[src/rtl/adpcm_pkg.sv]
// Shared constants and types for the multi-channel IMA-ADPCM decoder.
// Holds the 89-entry IMA step-size table, the index adaptation table,
// the step-index type and its upper limit. No ports.
package adpcm_pkg;

  localparam int unsigned IDX_MAX = 88;
  localparam int unsigned STEP_W  = 16;
  localparam int unsigned ADJ_W   = 5;

  typedef logic [6:0] step_idx_t;

  // IMA step sizes indexed by step index 0..88
  localparam logic [STEP_W-1:0] STEP_TABLE [0:88] = '{
    16'd7,     16'd8,     16'd9,     16'd10,    16'd11,    16'd12,    16'd13,    16'd14,
    16'd16,    16'd17,    16'd19,    16'd21,    16'd23,    16'd25,    16'd28,    16'd31,
    16'd34,    16'd37,    16'd41,    16'd45,    16'd50,    16'd55,    16'd60,    16'd66,
    16'd73,    16'd80,    16'd88,    16'd97,    16'd107,   16'd118,   16'd130,   16'd143,
    16'd157,   16'd173,   16'd190,   16'd209,   16'd230,   16'd253,   16'd279,   16'd307,
    16'd337,   16'd371,   16'd408,   16'd449,   16'd494,   16'd544,   16'd598,   16'd658,
    16'd724,   16'd796,   16'd876,   16'd963,   16'd1060,  16'd1166,  16'd1282,  16'd1411,
    16'd1552,  16'd1707,  16'd1878,  16'd2066,  16'd2272,  16'd2499,  16'd2749,  16'd3024,
    16'd3327,  16'd3660,  16'd4026,  16'd4428,  16'd4871,  16'd5358,  16'd5894,  16'd6484,
    16'd7132,  16'd7845,  16'd8630,  16'd9493,  16'd10442, 16'd11487, 16'd12635, 16'd13899,
    16'd15289, 16'd16818, 16'd18500, 16'd20350, 16'd22385, 16'd24623, 16'd27086, 16'd29794,
    16'd32767
  };

  // Step-index adjustment by code magnitude; +8 needs five signed bits
  localparam logic signed [ADJ_W-1:0] INDEX_ADJ [0:7] = '{
    -5'sd1, -5'sd1, -5'sd1, -5'sd1, 5'sd2, 5'sd4, 5'sd6, 5'sd8
  };

endpackage

[src/rtl/adpcm_decoder_mc_if.sv]
// Stream bundle for adpcm_decoder_mc.
// Code input:   in_valid/in_ready, in_code (4b), in_chan.
// State init:   init_valid/init_ready, init_chan, init_predictor, init_index.
// Sample output: out_valid/out_ready, out_sample, out_chan, out_clip.
// master = upstream/downstream environment, slave = decoder.
interface adpcm_decoder_mc_if
  import adpcm_pkg::*;
#(
  parameter int unsigned CH_W     = 1,
  parameter int unsigned SAMPLE_W = 16
);

  logic                       in_valid;
  logic                       in_ready;
  logic [3:0]                 in_code;
  logic [CH_W-1:0]            in_chan;

  logic                       init_valid;
  logic                       init_ready;
  logic [CH_W-1:0]            init_chan;
  logic signed [SAMPLE_W-1:0] init_predictor;
  step_idx_t                  init_index;

  logic                       out_valid;
  logic                       out_ready;
  logic signed [SAMPLE_W-1:0] out_sample;
  logic [CH_W-1:0]            out_chan;
  logic                       out_clip;

  modport master (
    output in_valid, in_code, in_chan,
    output init_valid, init_chan, init_predictor, init_index,
    output out_ready,
    input  in_ready, init_ready, out_valid, out_sample, out_chan, out_clip
  );

  modport slave (
    input  in_valid, in_code, in_chan,
    input  init_valid, init_chan, init_predictor, init_index,
    input  out_ready,
    output in_ready, init_ready, out_valid, out_sample, out_chan, out_clip
  );

endinterface

[src/rtl/adpcm_step_core.sv]
// Combinational IMA-ADPCM inverse quantiser: one decode step.
// Inputs:  pred (signed predictor), idx (step index 0..88), code (nibble).
// Outputs: new_pred (saturated), new_idx (adapted, clamped), clip.
module adpcm_step_core
  import adpcm_pkg::*;
#(
  parameter int unsigned SAMPLE_W = 16
) (
  input  logic signed [SAMPLE_W-1:0] pred,
  input  step_idx_t                  idx,
  input  logic [3:0]                 code,
  output logic signed [SAMPLE_W-1:0] new_pred,
  output step_idx_t                  new_idx,
  output logic                       clip
);

  localparam int unsigned SUM_W = SAMPLE_W + 2;

  logic [STEP_W-1:0]       step;
  logic [STEP_W:0]         diff;
  logic signed [SUM_W-1:0] pred_x;
  logic signed [SUM_W-1:0] diff_x;
  logic signed [SUM_W-1:0] sum;
  logic signed [SUM_W-1:0] sat_max;
  logic signed [SUM_W-1:0] sat_min;
  logic signed [7:0]       idx_sum;

  // Predictor update with saturation
  always_comb begin
    step    = STEP_TABLE[idx];
    diff    = 17'(step >> 3);
    if (code[2]) diff = diff + 17'(step);
    if (code[1]) diff = diff + 17'(step >> 1);
    if (code[0]) diff = diff + 17'(step >> 2);
    pred_x  = SUM_W'(pred);
    diff_x  = SUM_W'($signed({1'b0, diff}));
    sum     = code[3] ? (pred_x - diff_x) : (pred_x + diff_x);
    sat_max = {3'b000, {(SAMPLE_W-1){1'b1}}};
    sat_min = {3'b111, {(SAMPLE_W-1){1'b0}}};
    clip     = 1'b0;
    new_pred = sum[SAMPLE_W-1:0];
    if (sum > sat_max) begin
      new_pred = {1'b0, {(SAMPLE_W-1){1'b1}}};
      clip     = 1'b1;
    end else if (sum < sat_min) begin
      new_pred = {1'b1, {(SAMPLE_W-1){1'b0}}};
      clip     = 1'b1;
    end
  end

  // Step-index adaptation clamped to the table range
  always_comb begin
    idx_sum = $signed({1'b0, idx}) + 8'(INDEX_ADJ[code[2:0]]);
    new_idx = idx_sum[6:0];
    if (idx_sum < 8'sd0)                       new_idx = '0;
    else if (idx_sum > $signed(8'(IDX_MAX)))   new_idx = step_idx_t'(IDX_MAX);
  end

endmodule

[src/rtl/adpcm_decoder_mc.sv]
// Multi-channel pipelined IMA-ADPCM decoder.
// Ports: clk, rst (sync, active-high), bus (adpcm_decoder_mc_if.slave):
//   codes in via in_*, per-channel state loads via init_*, samples out via out_*.
// S1 registers code/channel; S2 decodes against per-channel state and
// registers the sample while writing the state back at the same edge.
module adpcm_decoder_mc
  import adpcm_pkg::*;
#(
  parameter int unsigned CHANNELS = 2,
  parameter int unsigned SAMPLE_W = 16,
  localparam int unsigned CH_W    = (CHANNELS > 1) ? $clog2(CHANNELS) : 1
) (
  input  logic                clk,
  input  logic                rst,
  adpcm_decoder_mc_if.slave   bus
);

  logic                       advance;
  logic                       in_fire;
  logic                       init_fire;
  logic                       in_chan_ok;
  logic                       init_chan_ok;

  logic                       s1_valid;
  logic [3:0]                 s1_code;
  logic [CH_W-1:0]            s1_chan;

  logic signed [SAMPLE_W-1:0] pred_q [CHANNELS];
  step_idx_t                  idx_q  [CHANNELS];

  logic signed [SAMPLE_W-1:0] new_pred;
  step_idx_t                  new_idx;
  logic                       clip;

  // Handshake decode; init wins over codes and waits for S1 to drain
  always_comb begin
    advance        = !bus.out_valid || bus.out_ready;
    bus.in_ready   = advance && !bus.init_valid && !rst;
    bus.init_ready = !s1_valid && !rst;
    in_fire        = bus.in_valid && bus.in_ready;
    init_fire      = bus.init_valid && bus.init_ready;
    in_chan_ok     = 32'(bus.in_chan) < CHANNELS;
    init_chan_ok   = 32'(bus.init_chan) < CHANNELS;
  end

  adpcm_step_core #(.SAMPLE_W(SAMPLE_W)) u_step (
    .pred     (pred_q[s1_chan]),
    .idx      (idx_q[s1_chan]),
    .code     (s1_code),
    .new_pred (new_pred),
    .new_idx  (new_idx),
    .clip     (clip)
  );

  // Pipeline stages and per-channel state
  always_ff @(posedge clk) begin
    if (rst) begin
      for (int c = 0; c < int'(CHANNELS); c++) begin
        pred_q[c] <= '0;
        idx_q[c]  <= '0;
      end
      s1_valid       <= 1'b0;
      s1_code        <= '0;
      s1_chan        <= '0;
      bus.out_valid  <= 1'b0;
      bus.out_sample <= '0;
      bus.out_chan   <= '0;
      bus.out_clip   <= 1'b0;
    end else begin
      if (advance) begin
        // out-of-range channels are accepted but never enter S1
        s1_valid      <= in_fire && in_chan_ok;
        s1_code       <= bus.in_code;
        s1_chan       <= bus.in_chan;
        bus.out_valid <= s1_valid;
        if (s1_valid) begin
          bus.out_sample   <= new_pred;
          bus.out_chan     <= s1_chan;
          bus.out_clip     <= clip;
          pred_q[s1_chan]  <= new_pred;
          idx_q[s1_chan]   <= new_idx;
        end
      end
      // only possible with S1 empty, so never collides with the S2 write
      if (init_fire && init_chan_ok) begin
        pred_q[bus.init_chan] <= bus.init_predictor;
        idx_q[bus.init_chan]  <= (bus.init_index > step_idx_t'(IDX_MAX)) ?
                                 step_idx_t'(IDX_MAX) : bus.init_index;
      end
    end
  end

endmodule

[src/flat_wrapper.sv]
// flat-port wrapper written by rule: the top's interface ports become plain ports
module adpcm_decoder_mc_flat import adpcm_pkg::*;
#(
  parameter int unsigned CHANNELS = 2,
  parameter int unsigned SAMPLE_W = 16,
  localparam int unsigned CH_W    = (CHANNELS > 1) ? $clog2(CHANNELS) : 1
)
  (clk, rst, bus_in_valid, bus_in_code, bus_in_chan, bus_init_valid, bus_init_chan, bus_init_predictor, bus_init_index, bus_out_ready, bus_in_ready, bus_init_ready, bus_out_valid, bus_out_sample, bus_out_chan, bus_out_clip);
  adpcm_decoder_mc_if #(.CH_W((1)), .SAMPLE_W(SAMPLE_W)) bus_i ();
  input  logic clk;
  input  logic rst;
  input wire logic [$bits(bus_i.in_valid)-1:0] bus_in_valid;
  input wire logic [$bits(bus_i.in_code)-1:0] bus_in_code;
  input wire logic [$bits(bus_i.in_chan)-1:0] bus_in_chan;
  input wire logic [$bits(bus_i.init_valid)-1:0] bus_init_valid;
  input wire logic [$bits(bus_i.init_chan)-1:0] bus_init_chan;
  input wire logic [$bits(bus_i.init_predictor)-1:0] bus_init_predictor;
  input wire logic [$bits(bus_i.init_index)-1:0] bus_init_index;
  input wire logic [$bits(bus_i.out_ready)-1:0] bus_out_ready;
  output wire logic [$bits(bus_i.in_ready)-1:0] bus_in_ready;
  output wire logic [$bits(bus_i.init_ready)-1:0] bus_init_ready;
  output wire logic [$bits(bus_i.out_valid)-1:0] bus_out_valid;
  output wire logic [$bits(bus_i.out_sample)-1:0] bus_out_sample;
  output wire logic [$bits(bus_i.out_chan)-1:0] bus_out_chan;
  output wire logic [$bits(bus_i.out_clip)-1:0] bus_out_clip;
  assign bus_i.in_valid = bus_in_valid;
  assign bus_i.in_code = bus_in_code;
  assign bus_i.in_chan = bus_in_chan;
  assign bus_i.init_valid = bus_init_valid;
  assign bus_i.init_chan = bus_init_chan;
  assign bus_i.init_predictor = bus_init_predictor;
  assign bus_i.init_index = bus_init_index;
  assign bus_i.out_ready = bus_out_ready;
  assign bus_in_ready = bus_i.in_ready;
  assign bus_init_ready = bus_i.init_ready;
  assign bus_out_valid = bus_i.out_valid;
  assign bus_out_sample = bus_i.out_sample;
  assign bus_out_chan = bus_i.out_chan;
  assign bus_out_clip = bus_i.out_clip;
  adpcm_decoder_mc #(.CHANNELS(CHANNELS), .SAMPLE_W(SAMPLE_W)) u_core (.clk(clk), .rst(rst), .bus(bus_i));
endmodule
[config.mk]
export PLATFORM = sky130hd
export DESIGN_NAME = adpcm_decoder_mc_flat
export DESIGN_NICKNAME = d
export VERILOG_FILES = /design/src/rtl/adpcm_pkg.sv /design/src/rtl/adpcm_decoder_mc_if.sv /design/src/rtl/adpcm_step_core.sv /design/src/rtl/adpcm_decoder_mc.sv /design/src/flat_wrapper.sv
export SDC_FILE = /design/constraint.sdc
export NUM_CORES = 1
export LEC_CHECK = 0
export ABC_AREA = 1
export BUFFER_PORTS_ARGS = -buffer_cell sky130_fd_sc_hd__buf_2
export CELL_PAD_IN_SITES_DETAIL_PLACEMENT = 2
export CELL_PAD_IN_SITES_GLOBAL_PLACEMENT = 2
export CORE_MARGIN = 2
export CORE_UTILIZATION = 35
export CTS_BUF_LIST = sky130_fd_sc_hd__clkbuf_8 sky130_fd_sc_hd__clkbuf_16
export DETAILED_ROUTE_END_ITERATION = 8
export PLACE_DENSITY = 0.82
export REMOVE_ABC_BUFFERS = 1
export SETUP_SLACK_MARGIN = 0.4
export SLEW_MARGIN = 20
export SYNTH_ARGS = -nofsm -noshare
export SYNTH_HDL_FRONTEND = slang
export SYNTH_SLANG_ARGS = --single-unit
[constraint.sdc]
create_clock -name clk -period 10.8 [get_ports clk]
set_clock_uncertainty 0.05 [all_clocks]
set_input_delay 2.16 -clock clk [delete_from_list [all_inputs] [get_ports clk]]
set_output_delay 2.16 -clock clk [all_outputs]
set_load 0.02 [all_outputs]
======== Word level (Yosys, flattened, before mapping) ========
Memories as Yosys holds them, arrays and structs flattened. A register that Yosys moved wholly into a read port is not among the register bits.
Cells that the tools add are included.
word-level totals
  memories kept ........................... 4
  input bits .............................. 34
  logic and storage cells ................. 81
  ROM bits ................................ 2,088
  RAM bits ................................ 46
  flip-flop bits (word level) ............. 25
  output and inout bits ................... 21
memories
  memory            depth  bits a word  read ports  clocked after Yosys merged registers in  wr ports  RTL line                source
  (name not given)  128    16           1           0                                        0         adpcm_step_core.sv:30   step = STEP_TABLE[idx];
  (name not given)  8      5            1           0                                        0         adpcm_step_core.sv:53   idx_sum = $signed({1'b0, idx}) + 8'(INDEX_ADJ[code[2:0]]);
  u_core.pred_q     2      16           1           1                                        2         adpcm_decoder_mc.sv:28  logic signed [SAMPLE_W-1:0] pred_q [CHANNELS];
  u_core.idx_q      2      7            1           1                                        2         adpcm_decoder_mc.sv:29  step_idx_t idx_q [CHANNELS];
operators by class
  muxes and demuxes ....................... 40
  add/sub/neg operators ................... 6
  reduce and logical (&&, ||, !) cells .... 15
  bitwise gates (word level) .............. 2
  $lt $le $gt $ge ......................... 7
operator list
  cell                                                             number
  2-to-1 mux 16 bit                                                6
  2-to-1 mux 17 bit                                                3
  2-to-1 mux 7 bit                                                 5
  OR reduction 16 bit                                              2
  2-to-1 mux 1 bit                                                 23
  adder 16 x 18 -> 18 bit                                          1
  greater-than comparator 18 x 16 -> 1 bit, second input constant  1
  < comparator 18 x 16 -> 1 bit, second input constant             1
  2-to-1 mux 18 bit                                                1
  subtractor 16 x 18 -> 18 bit                                     1
  adder 13 x 16 -> 17 bit                                          1
  adder 17 x 14 -> 17 bit                                          1
  adder 17 x 15 -> 17 bit                                          1
  OR reduction 7 bit                                               2
  2-to-1 mux 5 bit                                                 2
  adder 8 x 5 -> 8 bit                                             1
  >= comparator 8 bit, second input constant                       1
  greater-than comparator 8 bit, second input constant             1
  < comparator 8 x 1 -> 1 bit, second input constant               1
  NOT 7 -> 8 bit                                                   1
  greater-than comparator 7 bit, second input constant             1
  logical AND 1 bit                                                5
  >= comparator 4 bit, second input constant                       1
  logical NOT 1 bit                                                4
  3 further kinds                                                  3

======== Depth between registers and ports, before layout ========
Gate-level depths: netlist (run 1).
  depth after elaboration ................. 17
  mapped depth ............................ 71
  mapped depth without buffers ............ 69

======== Hierarchy ========
From an unflattened synthesis (run 1), not the netlist that was laid out.
second synthesis, totals
  cell total of the unflattened synthesis .. 1,406
  area, all modules ....................... 9,115.0 um^2
by module, submodules not included
  module            cells each  instances  area an instance (um^2)  seq. area each (um^2)
  adpcm_step_core   1,088       1          5,881.9                  0.0
  adpcm_decoder_mc  318         1          3,233.1                  1,901.8

======== Worst setup path before layout (run 1) ========
Ideal clock, no wire load.
  path type ............................... register to register
  start ................................... register (tool-made name)
  end ..................................... memory u_core.pred_q[1][5] (data pin)
  required time ........................... 10.484 ns
  data arrival time ....................... 8.270 ns
  setup time .............................. 0.266 ns
  period minus slack after synthesis ...... 8.586 ns
  setup slack ............................. 2.214 ns
  cell stages (with the launch flop) ...... 61
  cells stage by stage .................... dfxtp_1 buf_6 buf_6 nand2_1 nand2_2 ha_1 inv_1 ha_1 nand2_1 o21ai_0 nand2_1 nand2_1 nand2_1 nand2_1 inv_1 nand2_1 inv_1 ha_1 (+25 left out) xnor2_1 inv_1 ha_1 inv_1 nor3_1 inv_1 nor4_1 nand4_1 nand3_1 xnor2_1 inv_1 nand2_4 nand2_2 nand2_4 buf_6 nand3_2 nand2_1 nor2_1
RTL lines
  what              RTL line
  end: declaration  adpcm_decoder_mc.sv:28

==> results of run 1 <==
## worst min-delay path, delay by kind of cell (launching register included)
| kind | cells | cell delay, ns |
|---|---|---|
| simple gates | 1 | 0.08 |
| compound gates | 1 | 0.08 |
| flops | 1 | 0.32 |
## what timing repair did
action                                  4_1_cts  5_1_grt
resized for setup                             7       39
setup buffers                                 0        5
hold buffers                                  0        0
pin swaps                                     0        3
gates cloned                                  0        4
hold endpoints to repair                      0        0
endpoints found under the setup margin       46       49
## cells in the mapped netlist, drive strengths merged, types with 10 or more instances
master,instances,share of area [%]
nand2,475,20
inv,179,7.0
nand3,169,10
nor2,165,6.9
ha,81,11
a21oi,77,4.0
o21ai,50,2.6
edfxtp,46,14
xor2,38,3.5
buf,29,2.6
or2,29,1.9
dfxtp,26,5.4
clkbuf,17,0.66
xnor2,17,1.5
nor3,13,0.84
nand4,12,0.78
and2,10,0.65
## layout by cell type (no fill, tap or decap), types with 16 or more instances in the layout
cell type / instances
a21oi_1: 72
buf_2: 54
buf_4: 16
dfxtp_1: 25
edfxtp_1: 46
ha_1: 77
inv_1: 171
nand2_1: 428
nand2_2: 30
nand2_4: 17
nand3_1: 142
nand3_2: 25
nor2_1: 153
o21ai_0: 39
or2_2: 28
xnor2_1: 16
xor2_1: 36
## how the worst max path moves through the flow
stage,to,depth (start not counted)
finish,u_core.pred_q[0][10],53
global route,u_core.pred_q[0][7],64
CTS,u_core.pred_q[0][7],60
detailed placement,u_core.pred_q[1][7],61
global placement,u_core.pred_q[0][7],58
floorplan,u_core.pred_q[1][0],59
## flip-flops by register name, indices dropped and copies added (netlist names), named ones only
name                   cells
u_core.pred_q             32
u_core.bus.out_sample     16
u_core.idx_q              14
u_core.s1_code             4
u_core.bus.out_chan        1
u_core.bus.out_clip        1
u_core.bus.out_valid       1
u_core.s1_chan             1
u_core.s1_valid            1
## layout make-up
class                           instances  area (um2)
Sequential cell                        72        1910
Fill cell                            3373       16300
Inverter                              183         699
Tap cell                              341         427
Clock inverter                          5        36.3
Multi-Input combinational cell       1204        6930
Timing Repair Buffer                   72         435
Clock buffer                           11         275
## per-layer routing
layer	share of wire (%)	global-route usage, %	up-vias
met3	4.2	3.53	63
met1	44	34.7	5173
met2	50	50.1	248
li1	-	-	4966
met5	0	0	-
met4	2.5	8.25	0
## stage by stage
stage	cells	instance area [um2]	worst slack, ns	hold WS [ns]	util (%)
final	1888	10700	1.03	0.470	39.6
after global routing	1888	10700	0.306	0.508	39.6
after CTS	1879	10400	0.485	0.471	38.7
after detailed placement	1863	10100	0.262	0.445	37.4
after global placement	1863	10100	0.604	0.424	37.4
after floorplan	1456	9320	1.28	0.403	-
## cells by family after synthesis
kind of cell / share of synthesized area (%)
AO/OA/AOI/OAI: 10.9
XOR/XNOR: 5.08
adder cells (fa/ha/maj): 11.6
buffers and inverters: 10.4
flip-flops: 19.7
multiplexers: 0.208
AND/OR/NAND/NOR: 42.2
## report_power, final
group | internal [W] | leakage (nW) | switching [W]
clock | 0.000184 | 0.146 | 0.000134
sequential | 0.000321 | 0.695 | 0.0000156
combinational | 0.000504 | 4.64 | 0.00108
==> results.md, run 1 <==
- Yosys warnings: 0
- First-pass GRT wire length: around 63 mm
- I/O pins: between 50 and 60
- Clock transition at path regs: 0.07 ns
- Crit path time final: 9.77 ns
- Slew margin rel.: between 30% and 40%
- Status: completed
- GPL Wtd Cong: just over 0.9
- Worst Hold Class: flip-flop to flip-flop
- Via density: about 5.5
- Detailed-placement wirelength estimate: 29.4 mm
- Yosys reg bits: 72
- Number of buffers created by CTS: 9
- Proportion of layout cells with a drive suffix above 1: ~15%
- Drt wl/cell: ~22 um
- HP Start: u_core.bus.out_chan
- Antenna cells: 0
- Slowest cell delay on critical path: approximately 0.45 ns
- Pwr dens: 209 mW/mm2
- Vias: ~10,000
- Initial Util: between 30% and 40%
- Vias in the first global route: 11,300
- Drt drc: 0
- Die W: 170 um
- Critical Path End Type: flip-flop
- Core footprint: approximately 0.027 mm2
- Sequential area share after synthesis: 19.7%
- Max-cap violations: 0
- Post-synthesis cell type count: 60
- Avg Inst Size Synth: between 6 and 7 um2
- CTS tree: done
- Total gr overflow: 0
- Antenna Violating Nets Remaining: 0
- CP delay by family, top: simple AND/OR/NAND/NOR gates
- FF-to-FF End: u_core.pred_q[0][10]
- Synth Instances: ~1,500
- Fin crit share: 90.5%
- Crit path kind: flip-flop to flip-flop
- Post-synth ARST share: 0%
- TNS Setup: 0 ns
- Die H: 170 um
- Clock sink total: between 70 and 80
- Hold Path End: u_core.bus.out_chan
- Hold Vio Cnt, Final: 0
- Nets: around 1,700
- Crit path max fanout: 24
- CP Data Arrival Time: a little under 10 ns
- Req. time, crit path: roughly 11 ns
- Slowest cell on crit path: fa_1
- Port Buffers: 54
- Layout area overhead: 11.2%
- Most used DFF post-synth: edfxtp_1
- Post-synth EDFFs: 46
- Clk Latency, worst-skew pair: 0.36 ns
- Final setup violating endpoints: 0
- Worst path most repeated cell: nand2_1
- Routed WL: slightly above 40 mm
- Initial antenna violation count: 0
- CP startpoint kind: flip-flop
- Leak Pwr: around 5.5 nW
- RSZ-0062 raised after global routing: no
- Pin count of the biggest net entering global routing: 40
- H-tree levels: 3
- Cell Rows: 60
- Count of final max-slew check failures: 0
- Total chip power: around 0.0022 W
- Hold depth: 2
- Slew @ Worst Pin: 1.01 ns
- Post-synthesis cell area: slightly below 0.01 mm2
- Initial DRC count: between 500 and 600
- Clock Path Buffers: 2
- Fmax: ~100 MHz
- CP bufs+invs: 7
- Max IR drop VDD: around 170 uV
- Die area: slightly below 0.03 mm2
- Reg2reg path depth: between 50 and 60
- R2R setup slack: between 1 and 1.5 ns
- Root Driver: clkbuf_16
- Drt first pass iters: 5
- GRT Resource Usage Total: about 28%
Note: power is estimated with default switching activity, not from simulation.
==> run 2, diff against run 1 <==
--- a/config.mk
+++ b/config.mk
@@ -10,10 +10,10 @@
 export CELL_PAD_IN_SITES_DETAIL_PLACEMENT = 2
 export CELL_PAD_IN_SITES_GLOBAL_PLACEMENT = 2
 export CORE_MARGIN = 2
-export CORE_UTILIZATION = 35
-export CTS_BUF_LIST = sky130_fd_sc_hd__clkbuf_8 sky130_fd_sc_hd__clkbuf_16
+export CORE_UTILIZATION = 36
+export CTS_BUF_LIST = sky130_fd_sc_hd__clkbuf_8
 export DETAILED_ROUTE_END_ITERATION = 8
-export PLACE_DENSITY = 0.82
+export PLACE_DENSITY = 0.84
 export REMOVE_ABC_BUFFERS = 1
 export SETUP_SLACK_MARGIN = 0.4
 export SLEW_MARGIN = 20
==> run 2 against run 1 <==
  * Setup slack worse by 0.25 ns
  * Critical path depth is 6 higher
  * Utilization grew 1.3 points
  * Cell count fell by 0.11%
  * Largest power group unchanged
  * Clock-buffer cell count down 2
  * Maximum frequency shrank 2.5%
  * Sequential cell count is the same
  * Routed wire length up 4.7%
  * Via count is 2.2% higher
  * Die area is 2.7% lower
  * Clock power decreased by 21%
  * Hold slack better by 0.0026 ns
==> results.md, run 2 (synthesized netlist as in run 1, its figures left out) <==
- Status: completed (unchanged)
- GR met2 Demand/Resource: 51.2% (was 50.1%)
- Count of final max-slew check failures: 0 (unchanged)
- Die W: 168 um (was 170 um)
- H-tree levels: 3 (unchanged)
- Via density: 5.66 (was 5.53)
- First-pass GRT wire length: 63.5 mm (was 62.9 mm)
- Drt drc: 0 (unchanged)
- Layout area overhead: 11.2% (about the same)
- Fin crit share: 92.8% (was 90.5%)
- Detailed-placement wirelength estimate: 30.0 mm (was 29.4 mm)
- Initial Util: 36.8% (was 35.7%)
- CP Data Arrival Time: 10.13 ns (was 9.90 ns)
- CTS tree: done (unchanged)
- Req. time, crit path: 10.91 ns (was 10.93 ns)
- Pwr dens: 211 mW/mm2 (was 209 mW/mm2)
- Leak Pwr: 5.49 nW (was 5.48 nW)
- GRT met3 Usage: 2.39% (was 3.53%)
- Final instance area: 0.0107 mm2 (about the same)
- Clock sink total: 72 (unchanged)
- Number of buffers created by CTS: 9 (unchanged)
- Clock transition at path regs: 0.09 ns (was 0.07 ns)
- Routed WL: 42.9 mm (was 41.0 mm)
- Core footprint: 0.0262 mm2 (was 0.0270 mm2)
- Worst slack, placed: 0.0341 ns (was 0.262 ns)
- Max-cap violations: 0 (unchanged)
- Clock Path Buffers: 2 (unchanged)
- Vias in the first global route: 11,500 (was 11,300)
- Crit path max fanout: 23 (was 24)
- Crit path kind: flip-flop to flip-flop (unchanged)
- RSZ-0062 raised after global routing: no (unchanged)
- Fmax: 99.8 MHz (was 102 MHz)
- CP startpoint kind: flip-flop (unchanged)
- Worst Hold Class: flip-flop to flip-flop (unchanged)
- Vias: 10,700 (was 10,500)
- GRT Resource Usage Total: 28.5% (was 27.8%)
- Cell Rows: 59 (was 60)
- Reg2reg path depth: 59 (was 53)
- Critical Path End Type: flip-flop (unchanged)
- Die H: 168 um (was 170 um)
- Crit path time final: 10.02 ns (was 9.77 ns)
- Drt first pass iters: 5 (unchanged)
- FF-to-FF End: u_core.pred_q[1][1] (was u_core.pred_q[0][10])
- GRT Max-Usage Layer: met2 (unchanged)
- Proportion of layout cells with a drive suffix above 1: 16.5% (was 15.4%)
- Total chip power: 0.00226 W (was 0.00223 W)
- Slowest cell delay on critical path: 0.44 ns (was 0.45 ns)
- Hold Path End: u_core.bus.out_chan (unchanged)
- Initial DRC count: 743 (was 553)
- Root Driver: clkbuf_8 (was clkbuf_16)
- Antenna Violating Nets Remaining: 0 (unchanged)
- HP Start: u_core.s1_chan (was u_core.bus.out_chan)
- Worst path most repeated cell: nand2_1 (unchanged)
- Drt wl/cell: 22.7 um (was 21.7 um)
- I/O pins: 55 (unchanged)
- Max IR drop VDD: 90.3 uV (was 172 uV)
- Total gr overflow: 0 (unchanged)
- Initial antenna violation count: 1 (was 0)
- Fin util: 40.9% (was 39.6%)
- Slew @ Worst Pin: 1.03 ns (was 1.01 ns)
- TNS Setup: 0 ns (unchanged)
- Clk Latency, worst-skew pair: 0.37 ns (was 0.36 ns)
- Max FFs per register: 32 (unchanged)
- Commonest non-fill, non-tap cell in the layout: nand2_1 (unchanged)
- GPL Wtd Cong: 0.883 (was 0.911)
- Final setup violating endpoints: 0 (unchanged)
- Most flops, register: u_core.pred_q (unchanged)
- R2R setup slack: 0.78 ns (was 1.03 ns)
- Port Buffers: 54 (unchanged)
- Nets: 1,665 (was 1,662)
- Die area: 0.0281 mm2 (was 0.0289 mm2)
- Hold depth: 2 (unchanged)
- Most frequent cells in the layout: nand2_1, inv_1, nor2_1 (unchanged)
- Pin count of the biggest net entering global routing: 40 (unchanged)
- Met1 Track Usage GR: 36.1% (was 34.7%)
- Top Registers: u_core.pred_q (32), u_core.bus.out_sample (16), u_core.idx_q (14) (unchanged)
- Slowest cell on crit path: fa_2 (was fa_1)
- Slew margin rel.: 30.9% (was 32.1%)
- Final setup margin: 0.775 ns (was 1.03 ns)
- Hold Vio Cnt, Final: 0 (unchanged)
- Placed cell area: 0.0101 mm2 (about the same)
run 2: final cells by class:
class | instances | area [um2]
fillers | 3228 | 15500
clock inverters | 7 | 95.1
diodes | 1 | 2.50
clock buffers | 9 | 124
well taps | 335 | 419
multi-input cells | 1204 | 7030
inverters | 183 | 692
flip-flops and latches | 72 | 1900
repair buffers | 75 | 453
run 2: metrics by stage:
stage               cells  hold WS (ns)
floorplan            1456         0.403
detailed placement   1861         0.437
global route         1885         0.504
finish               1886         0.472
CTS                  1877         0.474
global placement     1861         0.426
run 2: worst max path at each step:
| stage | startpoint | endpoint | slack [ns] | cells past startpoint |
|---|---|---|---|---|
| floorplan | flip-flop | u_core.pred_q[1][0] | 1.28 | 59 |
| global placement | flip-flop | u_core.pred_q[1][0] | 0.49 | 59 |
| detailed placement | flip-flop | u_core.pred_q[1][1] | 0.03 | 59 |
| CTS | flip-flop | u_core.pred_q[1][1] | 0.41 | 57 |
| global route | flip-flop | u_core.pred_q[0][3] | 0.19 | 65 |
| finish | flip-flop | u_core.pred_q[1][1] | 0.78 | 59 |
run 2: per-layer routing:
metal / wire, um / part of all wire, %
met4: 1160 / 2.7
met2: 21700 / 51
met3: 1360 / 3.2
met1: 18700 / 44
met5: 0 / 0
run 2: timing repair:
item	4_1_cts	5_1_grt
endpoints found under the setup margin	46	49
buffers inserted	0	5
gates cloned	0	3
pin swaps	0	5
hold buffers	0	0
gates resized for setup	11	53
endpoints found under the hold margin	0	0
run 2: power by group:
group	internal [W]	switching (W)	total (W)
sequential	0.000321	0.0000162	0.000337
combinational	0.000532	0.00114	0.00167
clock	0.000131	0.000121	0.000252
run 2: critical path: cells and delay by family (launching register included):
kind	cells	cell delay [ns]
xor+xnor	4	0.63
buf+inv	7	0.87
compound gates	5	0.98
fa+ha+maj	6	2.02
simple gates	37	4.89
flops	1	0.36
==> run 3, diff against run 2 <==
--- a/config.mk
+++ b/config.mk
@@ -5,12 +5,11 @@
 export SDC_FILE = /design/constraint.sdc
 export NUM_CORES = 1
 export LEC_CHECK = 0
-export ABC_AREA = 1
 export BUFFER_PORTS_ARGS = -buffer_cell sky130_fd_sc_hd__buf_2
 export CELL_PAD_IN_SITES_DETAIL_PLACEMENT = 2
 export CELL_PAD_IN_SITES_GLOBAL_PLACEMENT = 2
 export CORE_MARGIN = 2
-export CORE_UTILIZATION = 36
+export CORE_UTILIZATION = 39
 export CTS_BUF_LIST = sky130_fd_sc_hd__clkbuf_8
 export DETAILED_ROUTE_END_ITERATION = 8
 export PLACE_DENSITY = 0.84
==> run 3 against run 2 <==
  * Clock-buffer cell count rose by 1
  * Hold slack got worse by 0.010 ns
  * Power rose by 4.7%
  * Global-route usage rose by 3.8 points
  * Highest routed layer unchanged
  * Sequential share of layout area fell by 0.61 points
  * Synthesized area fell by 1.5%
==> results.md, run 3 <==
- Final setup violating endpoints: 0 (unchanged)
- Slowest cell on crit path: fa_2 (unchanged)
- Number of buffers created by CTS: 9 (unchanged)
- Drt drc: 0 (unchanged)
- Fmax: 95.5 MHz (was 99.8 MHz)
- CP startpoint kind: flip-flop (unchanged)
- Post-synth ARST share: 0% (unchanged)
- H-tree levels: 3 (unchanged)
- Avg Inst Size Synth: 7.93 um2 (was 6.42 um2)
- Total gr overflow: 0 (unchanged)
- Crit path kind: flip-flop to flip-flop (unchanged)
- Root Driver: clkbuf_8 (unchanged)
- Req. time, crit path: 10.96 ns (was 10.91 ns)
- Clock transition at path regs: 0.09 ns (about the same)
- CP Data Arrival Time: 10.63 ns (was 10.13 ns)
- Worst Hold Class: flip-flop to flip-flop (unchanged)
- Pin count of the biggest net entering global routing: 50 (was 40)
- Die H: 160 um (was 168 um)
- # placed instances: 1,554 (was 1,861)
- Initial DRC count: 827 (was 743)
- Clk Latency, worst-skew pair: 0.41 ns (was 0.37 ns)
- Drt wl/cell: 31.0 um (was 22.7 um)
- Layout area overhead: 17.0% (was 11.2%)
- Fin crit share: 97.0% (was 92.8%)
- CTS tree: done (unchanged)
- Most used DFF post-synth: edfxtp_1 (unchanged)
- Initial Util: 39.4% (was 36.8%)
- Setup crit end: u_core.pred_q[1][10] (was u_core.pred_q[1][1])
- I/O pins: 55 (unchanged)
- Final std cells w/o fill: 1,611 (was 1,886)
- TNS Setup: 0 ns (unchanged)
- Worst slack, placed: -0.0910 ns (was 0.0341 ns)
- Commonest non-fill, non-tap cell in the layout: a21oi_1 (was nand2_1)
- Post-synthesis cell type count: 95 (was 60)
- R2R setup slack: 0.33 ns (was 0.78 ns)
- Vias: 11,000 (was 10,700)
- Most frequent cell after synthesis: a21oi_1 (was nand2_1)
- Detailed-placement wirelength estimate: 30.1 mm (was 30.0 mm)
- Clock Path Buffers: 2 (unchanged)
- Final setup margin: 0.326 ns (was 0.775 ns)
- Synth area leader: edfxtp_1 (was nand2_1)
- Antenna Violating Nets Remaining: 0 (unchanged)
- Initial antenna violation count: 0 (was 1)
- Slowest cell delay on critical path: 0.56 ns (was 0.44 ns)
- Post-synth top cells: a21oi_1, nor2_1, o21ai_0 (was nand2_1, inv_1, nor2_1)
- First-pass GRT wire length: 65.5 mm (was 63.5 mm)
- Pwr dens: 213 mW/mm2 (was 211 mW/mm2)
- Post-CTS Hold Fix Bufs: 0 (unchanged)
- Port Buffers: 54 (unchanged)
- Final-layout fill cell count: 2,729 (was 3,228)
- Crit path time final: 10.47 ns (was 10.02 ns)
- Slew margin rel.: 20.4% (was 30.9%)
- Core footprint: 0.0241 mm2 (was 0.0262 mm2)
- Die area: 0.0256 mm2 (was 0.0281 mm2)
- Hold WS: 0.462 ns (was 0.472 ns)
- Max FFs per register: 32 (unchanged)
- Routed WL: 49.9 mm (was 42.9 mm)
- Post-synthesis cell area: 0.00950 mm2 (was 0.00964 mm2)
- Most frequent cells in the layout: a21oi_1, nor2_1, nand2_1 (was nand2_1, inv_1, nor2_1)
- Proportion of layout cells with a drive suffix above 1: 22.0% (was 16.5%)
- Leak Pwr: 4.38 nW (was 5.49 nW)
- Post-synth EDFFs: 46 (unchanged)
- Nets: 1,402 (was 1,665)
- Status: completed (unchanged)
- Max IR drop VDD: 138 uV (was 90.3 uV)
- Vias in the first global route: 11,100 (was 11,500)
- Top Registers: u_core.pred_q (32), u_core.bus.out_sample (16), u_core.idx_q (14) (unchanged)
- Crit path max fanout: 28 (was 23)
- Max-cap violations: 0 (unchanged)
- Yosys warnings: 0 (unchanged)
- Reg2reg path depth: 43 (was 59)
- Antenna cells: 0 (was 1)
- Count of final max-slew check failures: 0 (unchanged)
- Slew @ Worst Pin: 1.19 ns (was 1.03 ns)
- Post-synth top area share: 14.5% (was 16.9%)
- Sequential area share after synthesis: 20.0% (was 19.7%)
- Most flops, register: u_core.pred_q (unchanged)
- Yosys reg bits: 72 (unchanged)
- HP Start: u_core.bus.out_chan (was u_core.s1_chan)
- GRT Resource Usage Total: 32.3% (was 28.5%)
- FF-to-FF End: u_core.pred_q[1][10] (was u_core.pred_q[1][1])
- Via density: 6.84 (was 5.66)
- Die W: 160 um (was 168 um)
- Clock sink total: 72 (unchanged)
- Cell Rows: 57 (was 59)
- Critical Path End Type: flip-flop (unchanged)
- Top cells by area, synth: edfxtp_1, ha_1, a21oi_1, dfxtp_1, o21ai_0 (was nand2_1, edfxtp_1, ha_1, nand3_1, inv_1)
- Storage element area: 0.00191 mm2 (was 0.00190 mm2)
- Synth Instances: 1,198 (was 1,502)
- Drt first pass iters: 5 (unchanged)
- GPL Wtd Cong: 0.927 (was 0.883)
- Area occupied by multi-input gates: 0.00740 mm2 (was 0.00703 mm2)
- Hold Vio Cnt, Final: 0 (unchanged)
[run 3: cell count changes in the layout (fill, tap and decap cells not counted), moves of 26 or more]
cell / delta
nand2_1: -328
buf_4: +54
inv_1: -136
o21ai_0: +42
nand2_2: -33
a21oi_1: +39
xnor2_1: +26
nand3_1: -112
nor2_1: -43
[run 3: kinds of logic after synthesis]
logic type,Yosys count,synth area share (%)
XOR/XNOR,62,5.88
buffers and inverters,105,5.03
flip-flops,72,20.0
AND/OR/NAND/NOR,363,18.3
multiplexers,46,5.70
adder cells (fa/ha/maj),86,11.7
AO/OA/AOI/OAI,464,33.3
[run 3: metrics by stage]
stage | instance area [um2] | utilization (%) | power [W]
final | 11100 | 46.1 | 0.00237
after CTS | 10600 | 43.8 | 0.00209
after floorplan | 9170 | - | 0.00133
after global placement | 10200 | 42.3 | 0.00167
after detailed placement | 10200 | 42.3 | 0.00174
after global routing | 11100 | 46.1 | 0.00247
[run 3: critical path: cells and delay by family (launching register included)]
family / cells / cell delay [ns]
adder cells (fa/ha/maj): 4 / 1.68
buffers and inverters: 5 / 0.89
XOR/XNOR: 4 / 0.75
multiplexers: 2 / 0.55
AO/OA/AOI/OAI: 19 / 4.13
AND/OR/NAND/NOR: 9 / 1.70
flip-flops: 1 / 0.47
[run 3: metal layers]
metal | vias to the layer above | GRT usage [%] | wire, um
met3 | 175 | 3.45 | 3520
met4 | 0 | 11.2 | 2530
met5 | - | 0 | 0
met1 | 5548 | 40.8 | 19900
met2 | 611 | 57.2 | 24000
li1 | 4688 | - | -
[run 3: how the worst min path moves through the flow]
stage | cells after the start | endpoint
floorplan | 2 | u_core.s1_valid
global placement | 2 | u_core.bus.out_chan
detailed placement | 2 | u_core.bus.out_chan
CTS | 2 | u_core.bus.out_chan
global route | 2 | u_core.bus.out_chan
finish | 2 | u_core.bus.out_chan
[run 3: layout make-up]
class                      instances  area share, %
multi-input combinational       1022           66.5
sequential                        72           17.1
timing repair buffer             136           8.85
tap                              324           3.65
inverter                          41           1.38
clock buffer                      10           1.24
clock inverter                     6           1.19
[run 3: what timing repair did]
action,4_1_cts,5_1_grt
pin swaps,1,14
resized for setup,13,61
buffers inserted,3,35
cloned,0,3
setup endpoints to repair,49,49
[run 3: power by group]
| group | switching [W] | internal, W |
|---|---|---|
| combinational | 0.00110 | 0.000611 |
| sequential | 0.0000252 | 0.000322 |
| clock | 0.000127 | 0.000183 |
| total | 0.00125 | 0.00112 |
